**src/rtl/var_delay_line_pkg.sv**
```systemverilog
// Shared definitions for the variable delay line: FSM encodings,
// a constant clog2 helper and the default depth.
package var_delay_line_pkg;

    // Fill-tracking states; the state always agrees with cnt and delay_q.
    typedef enum logic [1:0] {
        ST_EMPTY = 2'd0,
        ST_FILL  = 2'd1,
        ST_RUN   = 2'd2
    } state_t;

    localparam int DEFAULT_MAX_DELAY = 16;

    // Ceiling log2 for elaboration-time width calculations.
    function automatic int clog2(input int value);
        int r;
        r = 0;
        for (int i = 0; i < 31; i++) begin
            if ((1 << i) < value) r = i + 1;
        end
        return r;
    endfunction

endpackage

```
**src/rtl/var_delay_line_ring_buffer.sv**
```systemverilog
// Circular sample store: one write port advancing a wrap-explicit pointer,
// and a combinational read at a fixed offset behind the write pointer.
// Contents are never cleared; only the pointer is reset.
module ring_buffer
    import var_delay_line_pkg::*;
#(
    parameter int W     = 8,
    parameter int DEPTH = DEFAULT_MAX_DELAY,
    parameter int OW    = 5
) (
    input  logic          clk,
    input  logic          rst_n,
    input  logic          we,
    input  logic [W-1:0]  wdata,
    input  logic [OW-1:0] offset,
    output logic [W-1:0]  rdata
);

    localparam int AW = (DEPTH > 1) ? clog2(DEPTH) : 1;
    localparam int SW = ((AW > OW) ? AW : OW) + 1;

    logic [W-1:0]  mem [DEPTH];
    logic [AW-1:0] wp;
    logic [AW-1:0] rd_addr;
    logic [SW-1:0] wp_x;
    logic [SW-1:0] off_x;

    // Write pointer advances per accepted sample; wrap is explicit so any depth works.
    always_ff @(posedge clk or negedge rst_n) begin
        if (!rst_n) begin
            wp <= '0;
        end else if (we) begin
            wp <= (wp == AW'(DEPTH - 1)) ? '0 : wp + AW'(1);
        end
    end

    // Storage write; deliberately not reset.
    always_ff @(posedge clk) begin
        if (we) mem[wp] <= wdata;
    end

    // Read address = (wp - offset) mod DEPTH; offset == DEPTH lands on wp (oldest sample).
    always_comb begin
        wp_x  = SW'(wp);
        off_x = SW'(offset);
        if (wp_x >= off_x) rd_addr = AW'(wp_x - off_x);
        else               rd_addr = AW'(wp_x + SW'(DEPTH) - off_x);
    end

    assign rdata = mem[rd_addr];

endmodule

```
**src/rtl/var_delay_line.sv**
```systemverilog
// Multi-channel delay line with run-time selectable delay. Built on a
// ring buffer; tracks fill level so ovalid marks samples delayed by exactly
// D, restarts tracking on flush or on any change of the clamped delay.
// Handshake: ce=1 on a rising edge means one sample on idata is accepted;
// there is no back-pressure. ovalid=1 means odata is a genuine sample
// delayed by delay_q accepted samples (or idata itself when delay_q=0).
module var_delay_line
    import var_delay_line_pkg::*;
#(
    parameter int N         = 8,
    parameter int CH        = 1,
    parameter int MAX_DELAY = DEFAULT_MAX_DELAY,
    localparam int DW       = clog2(MAX_DELAY + 1),
    localparam int AW       = (MAX_DELAY > 1) ? clog2(MAX_DELAY) : 1
) (
    input  logic            clk,
    input  logic            rst_n,
    input  logic            ce,
    input  logic            flush,
    input  logic [DW-1:0]   delay,
    input  logic [CH*N-1:0] idata,
    output logic [CH*N-1:0] odata,
    output logic            ovalid,
    output logic            full
);

    localparam logic [DW-1:0] MAXD = DW'(MAX_DELAY);

    logic [DW-1:0]   delay_c;
    logic [DW-1:0]   delay_q;
    logic [DW-1:0]   cnt;
    logic [DW-1:0]   cnt_next;
    logic            restart;
    logic [CH*N-1:0] rd_data;
    state_t          state;
    state_t          state_next;

    ring_buffer #(
        .W     (CH * N),
        .DEPTH (MAX_DELAY),
        .OW    (DW)
    ) u_ring (
        .clk    (clk),
        .rst_n  (rst_n),
        .we     (ce),
        .wdata  (idata),
        .offset (delay_q),
        .rdata  (rd_data)
    );

    // Clamp the request and detect restart (flush or changed delay, regardless of ce).
    always_comb begin
        delay_c = (delay > MAXD) ? MAXD : delay;
        restart = flush | (delay_c != delay_q);
    end

    // Fill counter: restart wins but still counts a coincident sample; saturates at MAX_DELAY.
    always_comb begin
        cnt_next = cnt;
        if (restart) begin
            cnt_next = ce ? DW'(1) : '0;
        end else if (ce && (cnt != MAXD)) begin
            cnt_next = cnt + DW'(1);
        end
    end

    // Next state follows the counter against the delay adopted on this edge.
    always_comb begin
        state_next = state;
        if (delay_c == '0)              state_next = ST_RUN;
        else if (cnt_next == '0)        state_next = ST_EMPTY;
        else if (cnt_next >= delay_c)   state_next = ST_RUN;
        else                            state_next = ST_FILL;
    end

    // FSM state register; EMPTY in reset keeps ovalid low even with delay_q=0.
    always_ff @(posedge clk or negedge rst_n) begin
        if (!rst_n) state <= ST_EMPTY;
        else        state <= state_next;
    end

    // Delay and fill-count registers.
    always_ff @(posedge clk or negedge rst_n) begin
        if (!rst_n) begin
            delay_q <= '0;
            cnt     <= '0;
        end else begin
            delay_q <= delay_c;
            cnt     <= cnt_next;
        end
    end

    // Output gating: zero unless valid; D=0 passes idata straight through.
    always_comb begin
        ovalid = (state == ST_RUN);
        full   = (cnt == MAXD);
        odata  = '0;
        if (ovalid) odata = (delay_q == '0) ? idata : rd_data;
    end

endmodule

```
**config.mk**
```make
export PLATFORM = sky130hd
export DESIGN_NAME = var_delay_line
export DESIGN_NICKNAME = d
export VERILOG_FILES = /design/src/rtl/var_delay_line_pkg.sv /design/src/rtl/var_delay_line_ring_buffer.sv /design/src/rtl/var_delay_line.sv
export SDC_FILE = /design/constraint.sdc
export NUM_CORES = 1
export LEC_CHECK = 0
export ABC_AREA = 1
export CORE_MARGIN = 5
export CORE_UTILIZATION = 52
export DETAILED_ROUTE_END_ITERATION = 7
export HOLD_SLACK_MARGIN = 0.03
export PLACE_DENSITY = 0.72
export SLEW_MARGIN = 40
export SYNTH_ARGS = -nofsm -noshare
export SYNTH_HDL_FRONTEND = slang
export SYNTH_HIERARCHICAL = 1
export SYNTH_SLANG_ARGS = --single-unit
```
**constraint.sdc**
```tcl
create_clock -name clk -period 2.16 [get_ports clk]
set_input_delay 0.324 -clock clk [delete_from_list [all_inputs] [get_ports clk]]
set_output_delay 0.324 -clock clk [all_outputs]
set_load 0.05 [all_outputs]
```
==> impl_metrics.ini, run 1 <==
[critical_path]
crit_type = reg2out
critPathMaxStageDelay_ps = 460
cp-end-kind = primary output
startpoint_type = flip-flop
crit_family = buffers and inverters
worstPathMaxFanout = 7
slowest_stage = fa_1
crit_arrival_ps = 2700
worst-path-buf-inv = 7
crit_path_frequent_cell = nand2_1
cp_cell_sequence = inv_2, ha_4, inv_2, fa_1, buf_6, clkinv_8, buf_12, nand3_1, nand2_1, nand2_1, nand2_1, nand2_1, nand2_1, inv_2, a21oi_4, buf_6
cp_data_required_time_ps = 1840

[power]
clockPowerShare = 0.262
power_frac_seq = 0.308
swShare = 0.370
combPwrFrac = 0.429
ir_drop_v = 0.000760
power_density_mw_per_mm2 = 1180
p_sw_w = 0.00405
p_leak_nw = 4.37
p_int_w = 0.00690

[clock_tree]
cts_tree = built
ctsHoldBuffers = 0
cts-root-buf = clkbuf_16
clock_sinks = 144
cts_buffers = 17
clockBufferDepth = 2
path_clk_slew_ps = 60
cts_htree_levels = 4
clock_latency_ps = 430

[floorplan]
rows = 42
chipHeight_um = 127
die_area_mm2 = 0.0162
num_io_pins = 27
start_util = 0.536
die_w_um = 127
coreArea_mm2 = 0.0133

[global_routing]
antenna_found_initial = 0
grt_pass1_wl_mm = 28.0
grt_overflow = 0
grt_max_degree = 51
grt_pass1_vias = 5565
track_usage = 0.226

[routing]
post_drt_via_cell_ratio = 5.02
routed_wl_mm = 17.7
drc = 0
dr.pass1.iters = 7
antenna_left = 0
vias = 5535
wire_per_inst_um = 16.1
drt-initial-drc-count = 599

[timing]
max_slew_margin = 0.776
fin_tns_setup_ps = -7110
tightest_slew_ps = 333
final.period_utilization = 1.40
fin_skew_ps = 4.13
finalMaxSlewViolations = 0
hold_viol_final = 0
fmax_ghz = 0.330
worst_slack_ps = -867
setup_viol = 10
rsz0062_at_grt = yes
finalCriticalPeriod_ps = 3030

[synthesis]
yosys_warnings = 6
synth_seq_area_share = 0.593
synth.avg_cell_area_um2 = 9.03
netlist_instances = 793
synth_area_leaders = edfxtp_1 (54%), nand2_1 (13%), inv_1 (9.2%)
yosysTopAreaCellShare = 0.537
yosysUniqueCellTypes = 32
syn_nets = 825
synth_seq_cells = 144
synth.cell_area_mm2 = 0.00716
synth.largest_area_cell = edfxtp_1

[cells_and_area]
nNetsFinal = 945
drive_gt1_frac = 0.229
layout_commonest_cell = nand2_1
synthToLayoutAreaGrowth_pct = 29.2
stdcell_area_mm2 = 0.00925
diodes = 0
final_cell_mix = nand2_1 (250), inv_1 (166), edfxtp_1 (128)

[place]
gp_congestion = 0.887
dp.final_hpwl_mm = 11.7
dpl_cell_area_mm2 = 0.00833
portBuffers = 26

[run_status]
status = finished, violations left
violations = setup timing

[job]
cap_violations = 0

[hold_path]
hp-class = in2async
-- synth_stat cells --
cell type / count
a21boi_0: 1
a21oi_1: 11
and3_1: 1
buf_2: 14
buf_4: 1
buf_6: 1
clkbuf_1: 9
dfrtp_1: 16
edfxtp_1: 128
fa_1: 1
ha_1: 14
inv_1: 175
inv_2: 4
inv_4: 1
nand2_1: 256
nand2_2: 19
nand2_4: 1
nand3_1: 78
nand3_2: 1
nand3_4: 1
nand3b_1: 1
nand4_1: 3
nor2_1: 26
nor2_2: 2
nor2_4: 2
nor3_1: 1
o21ai_0: 14
o21ai_1: 2
o22ai_1: 1
xnor2_2: 2
xor2_1: 5
xor2_2: 1
-- per-layer routing --
layer / global-route usage / up-vias / share of wire
li1: - / 2700 / -
met1: 0.280 / 2610 / 0.40
met2: 0.390 / 195 / 0.51
met3: 0.0472 / 30 / 0.060
met4: 0.0877 / 0 / 0.024
met5: 0 / - / 0
-- through the flow --
step	worst slack, ps	std cells	power [W]	hold WS, ps	util
after floorplan	-300	793	0.00639	28.4	-
after global placement	-509	1054	0.00765	664	0.624
after detailed placement	-600	1054	0.00776	667	0.624
after CTS	-905	1100	0.0108	214	0.685
after global routing	-1030	1102	0.0116	225	0.693
final	-867	1102	0.0110	220	0.693
-- flip-flops by register name (all words and copies together), names as in the netlist --
| name | cells |
|---|---|
| u_ring/mem | 128 |
| delay_q | 5 |
| u_ring/wp | 4 |
| state | 2 |
| cnt | 5 |
-- power groups by stage --
stage | registers, W | logic (W) | clock network (W)
final | 0.00338 | 0.00470 | 0.00287
after global routing | 0.00340 | 0.00519 | 0.00304
after CTS | 0.00338 | 0.00453 | 0.00289
after detailed placement | 0.00343 | 0.00433 | 0
after global placement | 0.00342 | 0.00423 | 0
after floorplan | 0.00343 | 0.00296 | 0
-- timing repair --
action	4_1_cts	5_1_grt
pin swaps	20	15
setup buffers	12	2
gates resized for setup	38	23
cloned	2	1
setup endpoints to repair	10	11
-- cell type report --
class,instances,area (um2)
multi-input combinational,445,2360
inverter,180,691
tap,176,220
timing repair buffer,125,1160
fill,964,4090
clock buffer,18,429
sequential,144,4240
clock inverter,14,148
-- logic make-up after synthesis --
group | Yosys count | share of synthesized area
buf+inv | 205 | 0.112
xor+xnor | 8 | 0.0129
flops | 144 | 0.593
compound gates | 29 | 0.0208
simple gates | 392 | 0.234
fa+ha+maj | 15 | 0.0273
-- final timing paths --
path	start	endpoint	slack, ps	cells after the start
worst min register to register	u_ring/wp[3]	u_ring/wp[3]	720	2
max in group asynchronous	rst_n	cnt[0]	1750	2
worst max-delay path	u_ring/wp[0]	odata[7]	-870	16
worst min-delay path	rst_n	delay_q[4]	220	2
worst max register to register	cnt[1]	state[0]	-210	19
min in group clk	delay[4]	delay_q[4]	300	1
No activity file was read; power rests on OpenSTA's default activity.
==> run 2: changes to the inputs <==
--- a/config.mk
+++ b/config.mk
@@ -6,7 +6,6 @@
 export NUM_CORES = 1
 export LEC_CHECK = 0
 export ABC_AREA = 1
-export CORE_MARGIN = 5
 export CORE_UTILIZATION = 52
 export DETAILED_ROUTE_END_ITERATION = 7
 export HOLD_SLACK_MARGIN = 0.03
==> impl_metrics.ini, run 2 (same netlist as run 1, synthesis figures left out) <==
[cells_and_area]
drive_gt1_frac = 0.291
largest_reg_flops = 128
top_register = u_ring/mem
reg.largest.list = u_ring/mem: 128 flops, cnt: 5 flops, delay_q: 5 flops
final_cell_mix = nand2_1 (214), inv_1 (160), edfxtp_1 (128)
fin_cells = 1105
nNetsFinal = 948
synthToLayoutAreaGrowth_pct = 32.1
diodes = 0
layout_commonest_cell = nand2_1

[clock_tree]
cts_tree = built
cts_htree_levels = 4
path_clk_slew_ps = 60
cts-root-buf = clkbuf_16
clock_latency_ps = 420
cts_buffers = 17
clock_sinks = 144
clockBufferDepth = 2

[timing]
hold_viol_final = 0
finalMaxSlewViolations = 0
finalCriticalPeriod_ps = 3020
worst_slack_ps = -858
rsz0062_at_grt = yes
tightest_slew_ps = 417
setup_viol = 10
final.period_utilization = 1.40
fin_skew_ps = 8.35
max_slew_margin = 0.721
fin_tns_setup_ps = -7180
fmax_ghz = 0.331

[place]
place_ws_ps = -589
gp_congestion = 0.864
portBuffers = 26
dp.final_hpwl_mm = 11.6
dp_cells = 1055

[critical_path]
startpoint_type = flip-flop
crit_family = adder cells
cp_cell_sequence = inv_2, ha_4, inv_4, fa_2, buf_6, buf_8, nand3_2, nand2_2, nand2_2, nand2_2, nand2_1, nand2_1, inv_2, a21oi_4, buf_6
worstPathMaxFanout = 8
path_depth = 15
crit_arrival_ps = 2690
r2r_end = state[0]
cp-end-kind = primary output
cp-startpoint = u_ring/wp[0]
cp_data_required_time_ps = 1840
crit_path_frequent_cell = nand2_2
crit_path_end = odata[6]
worst-path-buf-inv = 6
critPathMaxStageDelay_ps = 560
reg2regPathDepth = 18
crit_type = reg2out
slowest_stage = fa_2
reg2reg_from = cnt[1]
reg2reg_slack_ps = -230

[global_routing]
grt_overflow = 0
grt_pass1_vias = 5665
track_usage = 0.265
grt_pass1_wl_mm = 28.2
grt_max_degree = 32
antenna_found_initial = 0

[power]
power_density_mw_per_mm2 = 1220
ir_drop_v = 0.000614
total_power_w = 0.0115
p_leak_nw = 4.43

[run_status]
violations = setup timing
status = finished, violations left

[floorplan]
num_io_pins = 27
coreArea_mm2 = 0.0133
die_w_um = 119
chipHeight_um = 119
start_util = 0.536
die_area_mm2 = 0.0142
rows = 42

[routing]
wire_per_inst_um = 16.4
dr.pass1.iters = 5
antenna_left = 0
drt-initial-drc-count = 513
drc = 0
vias = 5627
post_drt_via_cell_ratio = 5.09
routed_wl_mm = 18.1

[hold_path]
hp-class = in2async

[job]
cap_violations = 0
[run 2: report_power, final]
part | leakage [nW] | total, W | internal (W) | switching [W]
clock network | 0.289 | 0.00301 | 0.00192 | 0.00110
registers | 1.36 | 0.00338 | 0.00330 | 0.0000829
logic | 2.78 | 0.00511 | 0.00189 | 0.00321
total | 4.43 | 0.0115 | 0.00711 | 0.00439
[run 2: layer usage]
metal / track usage / vias up / part of all wire
met3: 0.0589 / 56 / 0.062
met5: 0 / - / 0
met4: 0.130 / 0 / 0.043
li1: - / 2701 / -
met1: 0.320 / 2641 / 0.39
met2: 0.450 / 229 / 0.50
[run 2: worst reg2reg max path, delay by kind of cell, from the launching register on]
family	cells	cell delay (ps)
xor gates and xnor gates	1	180
buffers and inverters	3	170
AOI/OAI and AO/OA	3	370
and+or+nand+nor	9	880
adders and majority gates	2	350
DFF	1	390
[run 2: worst min-delay path by stage]
stage / from / cells past startpoint / end
after global placement: rst_n / 1 / cnt[2]
final: rst_n / 1 / cnt[4]
after detailed placement: rst_n / 1 / cnt[4]
after global routing: rst_n / 1 / cnt[4]
after CTS: rst_n / 1 / cnt[4]
after floorplan: rst_n / 0 / cnt[0]
[run 2: stage by stage]
stage	hold WS, ps	instance area, um2	util
6_report	201	9460	0.708
5_1_grt	210	9460	0.708
4_1_cts	192	9250	0.693
3_5_place_dp	641	8340	0.625
3_3_place_gp	639	8340	0.625
2_1_floorplan	28.4	7330	-
[run 2: timing repair]
action | in CTS | in global routing
gates resized for setup | 71 | 44
hold buffers | 0 | 0
endpoints found under the setup margin | 10 | 10
pin swaps | 43 | 43
cloned | 1 | 1
buffers inserted | 12 | 4
[run 2: layout make-up]
type / instances / area [um2]
Clock buffer: 20 / 437
Tap cell: 176 / 220
Timing Repair Buffer: 128 / 1160
Fill cell: 921 / 3890
Inverter: 180 / 693
Multi-Input combinational cell: 445 / 2530
Sequential cell: 144 / 4240
Clock inverter: 12 / 166
==> run 3: changes to the inputs <==
--- a/config.mk
+++ b/config.mk
@@ -6,10 +6,9 @@
 export NUM_CORES = 1
 export LEC_CHECK = 0
 export ABC_AREA = 1
-export CORE_UTILIZATION = 52
+export CORE_UTILIZATION = 45
 export DETAILED_ROUTE_END_ITERATION = 7
 export HOLD_SLACK_MARGIN = 0.03
-export PLACE_DENSITY = 0.72
 export SLEW_MARGIN = 40
 export SYNTH_ARGS = -nofsm -noshare
 export SYNTH_HDL_FRONTEND = slang
==> impl_metrics.ini, run 3 (same netlist as run 1, synthesis figures left out) <==
[cells_and_area]
nNetsFinal = 926
multi_input_area_mm2 = 0.00236
layout_commonest_cell = nand2_1
final_cell_mix = nand2_1 (241), inv_1 (168), edfxtp_1 (128)
fin_cells = 1118
register_area_mm2 = 0.00424
fin_util = 0.589
top_register = u_ring/mem
synthToLayoutAreaGrowth_pct = 26.5
drive_gt1_frac = 0.221
largest_reg_flops = 128
reg.largest.list = u_ring/mem: 128 flops, cnt: 5 flops, delay_q: 5 flops
n_fill_cell = 1324
diodes = 0

[routing]
wire_per_inst_um = 15.3
drt-initial-drc-count = 391
post_drt_via_cell_ratio = 4.71
dr.pass1.iters = 5
antenna_left = 0
drc = 0
vias = 5271
routed_wl_mm = 17.1

[clock_tree]
cts_htree_levels = 4
clockBufferDepth = 2
clock_sinks = 144
cts_tree = built
path_clk_slew_ps = 60
cts-root-buf = clkbuf_16
cts_buffers = 17
clock_latency_ps = 420
ctsHoldBuffers = 0

[timing]
finalCriticalPeriod_ps = 3000
finalMaxSlewViolations = 0
fin_skew_ps = 5.84
tightest_slew_ps = 447
fmax_ghz = 0.333
setup_viol = 10
final.period_utilization = 1.39
max_slew_margin = 0.701
hold_viol_final = 0
worst_slack_ps = -845
hold_slack_ps = 220
rsz0062_at_grt = yes

[critical_path]
crit_family = adder cells
cp_data_required_time_ps = 1840
startpoint_type = flip-flop
worstPathMaxFanout = 8
cp_cell_sequence = inv_2, ha_4, inv_2, fa_2, buf_6, nand3_1, nand2_1, nand2_1, nand2_2, nand2_1, nand2_1, inv_1, a21oi_4, buf_6
crit_arrival_ps = 2680
cp-end-kind = primary output
crit_path_frequent_cell = nand2_1
critPathMaxStageDelay_ps = 600
worst-path-buf-inv = 5
slowest_stage = fa_2
crit_type = reg2out

[place]
dp.final_hpwl_mm = 11.5
gp_congestion = 0.838
portBuffers = 26
dp_cells = 1077

[floorplan]
rows = 45
die_w_um = 128
chipHeight_um = 128
num_io_pins = 27
coreArea_mm2 = 0.0154
die_area_mm2 = 0.0164
start_util = 0.466

[run_status]
violations = setup timing
status = finished, violations left

[global_routing]
grt_pass1_vias = 5137
grt_overflow = 0
grt_max_degree = 52
grt_pass1_wl_mm = 27.4
antenna_found_initial = 0
track_usage = 0.227

[job]
cap_violations = 0

[power]
power_density_mw_per_mm2 = 1170
total_power_w = 0.0106
p_leak_nw = 4.25
ir_drop_v = 0.000727

[hold_path]
hp-class = in2async
run 3: cell count changes in the layout (fill, tap and decap cells not counted), sizes merged:
cell and change:
bufinv -3, buf -21, dlygate4sd2 -1, clkinvlp +3, inv +2, clkdlybuf4s50 +1, clkbuf -3
run 3: stage by stage:
step | area [um2] | setup WS, ps | setup TNS, ps
floorplan | 7330 | -300 | -2330
global placement | 8270 | -557 | -4800
detailed placement | 8270 | -611 | -5020
CTS | 9000 | -868 | -7040
global route | 9060 | -970 | -8210
finish | 9060 | -845 | -6740
run 3: per-layer routing:
| layer | track usage | vias to the layer above | share of wire |
|---|---|---|---|
| met3 | 0.0346 | 26 | 0.042 |
| li1 | - | 2656 | - |
| met2 | 0.378 | 117 | 0.49 |
| met5 | 0 | - | 0 |
| met1 | 0.299 | 2472 | 0.45 |
| met4 | 0.0907 | 0 | 0.022 |
run 3: what timing repair did:
action / CTS / global route
setup endpoints to repair: 10 / 12
gates cloned: 1 / 0
gates resized for setup: 33 / 21
setup buffers: 8 / 2
pin swaps: 13 / 6
run 3: final cells by class:
class                   instances  area share
clock buffers                  18      0.0474
flip-flops and latches        144       0.469
repair buffers                106       0.106
multi-input cells             445       0.260
inverters                     180      0.0751
clock inverters                14      0.0130
well taps                     211      0.0291
run 3: report_power, final:
| part | switching (W) | internal (W) |
|---|---|---|
| Sequential | 0.0000817 | 0.00330 |
| Combinational | 0.00291 | 0.00160 |
| Clock | 0.00114 | 0.00157 |
run 3: final timing paths:
path / startpoint / endpoint / slack [ps] / cells after the start
min reg2reg: u_ring/wp[3] / u_ring/wp[3] / 700 / 2
max: u_ring/wp[0] / odata[7] / -840 / 14
min in group clk: delay[4] / delay_q[4] / 310 / 1
min: rst_n / delay_q[4] / 220 / 2
max in group asynchronous: rst_n / u_ring/wp[3] / 1740 / 2
max reg2reg: cnt[0] / state[0] / -80 / 18
run 3: worst register-to-register path, delay by kind of cell, from the launching register on:
family                   cells  cell delay (ps)
XOR/XNOR                     1              180
flip-flops                   1              380
AO/OA/AOI/OAI                3              290
buffers and inverters        3              160
AND/OR/NAND/NOR              9              800
adder cells (fa/ha/maj)      2              370
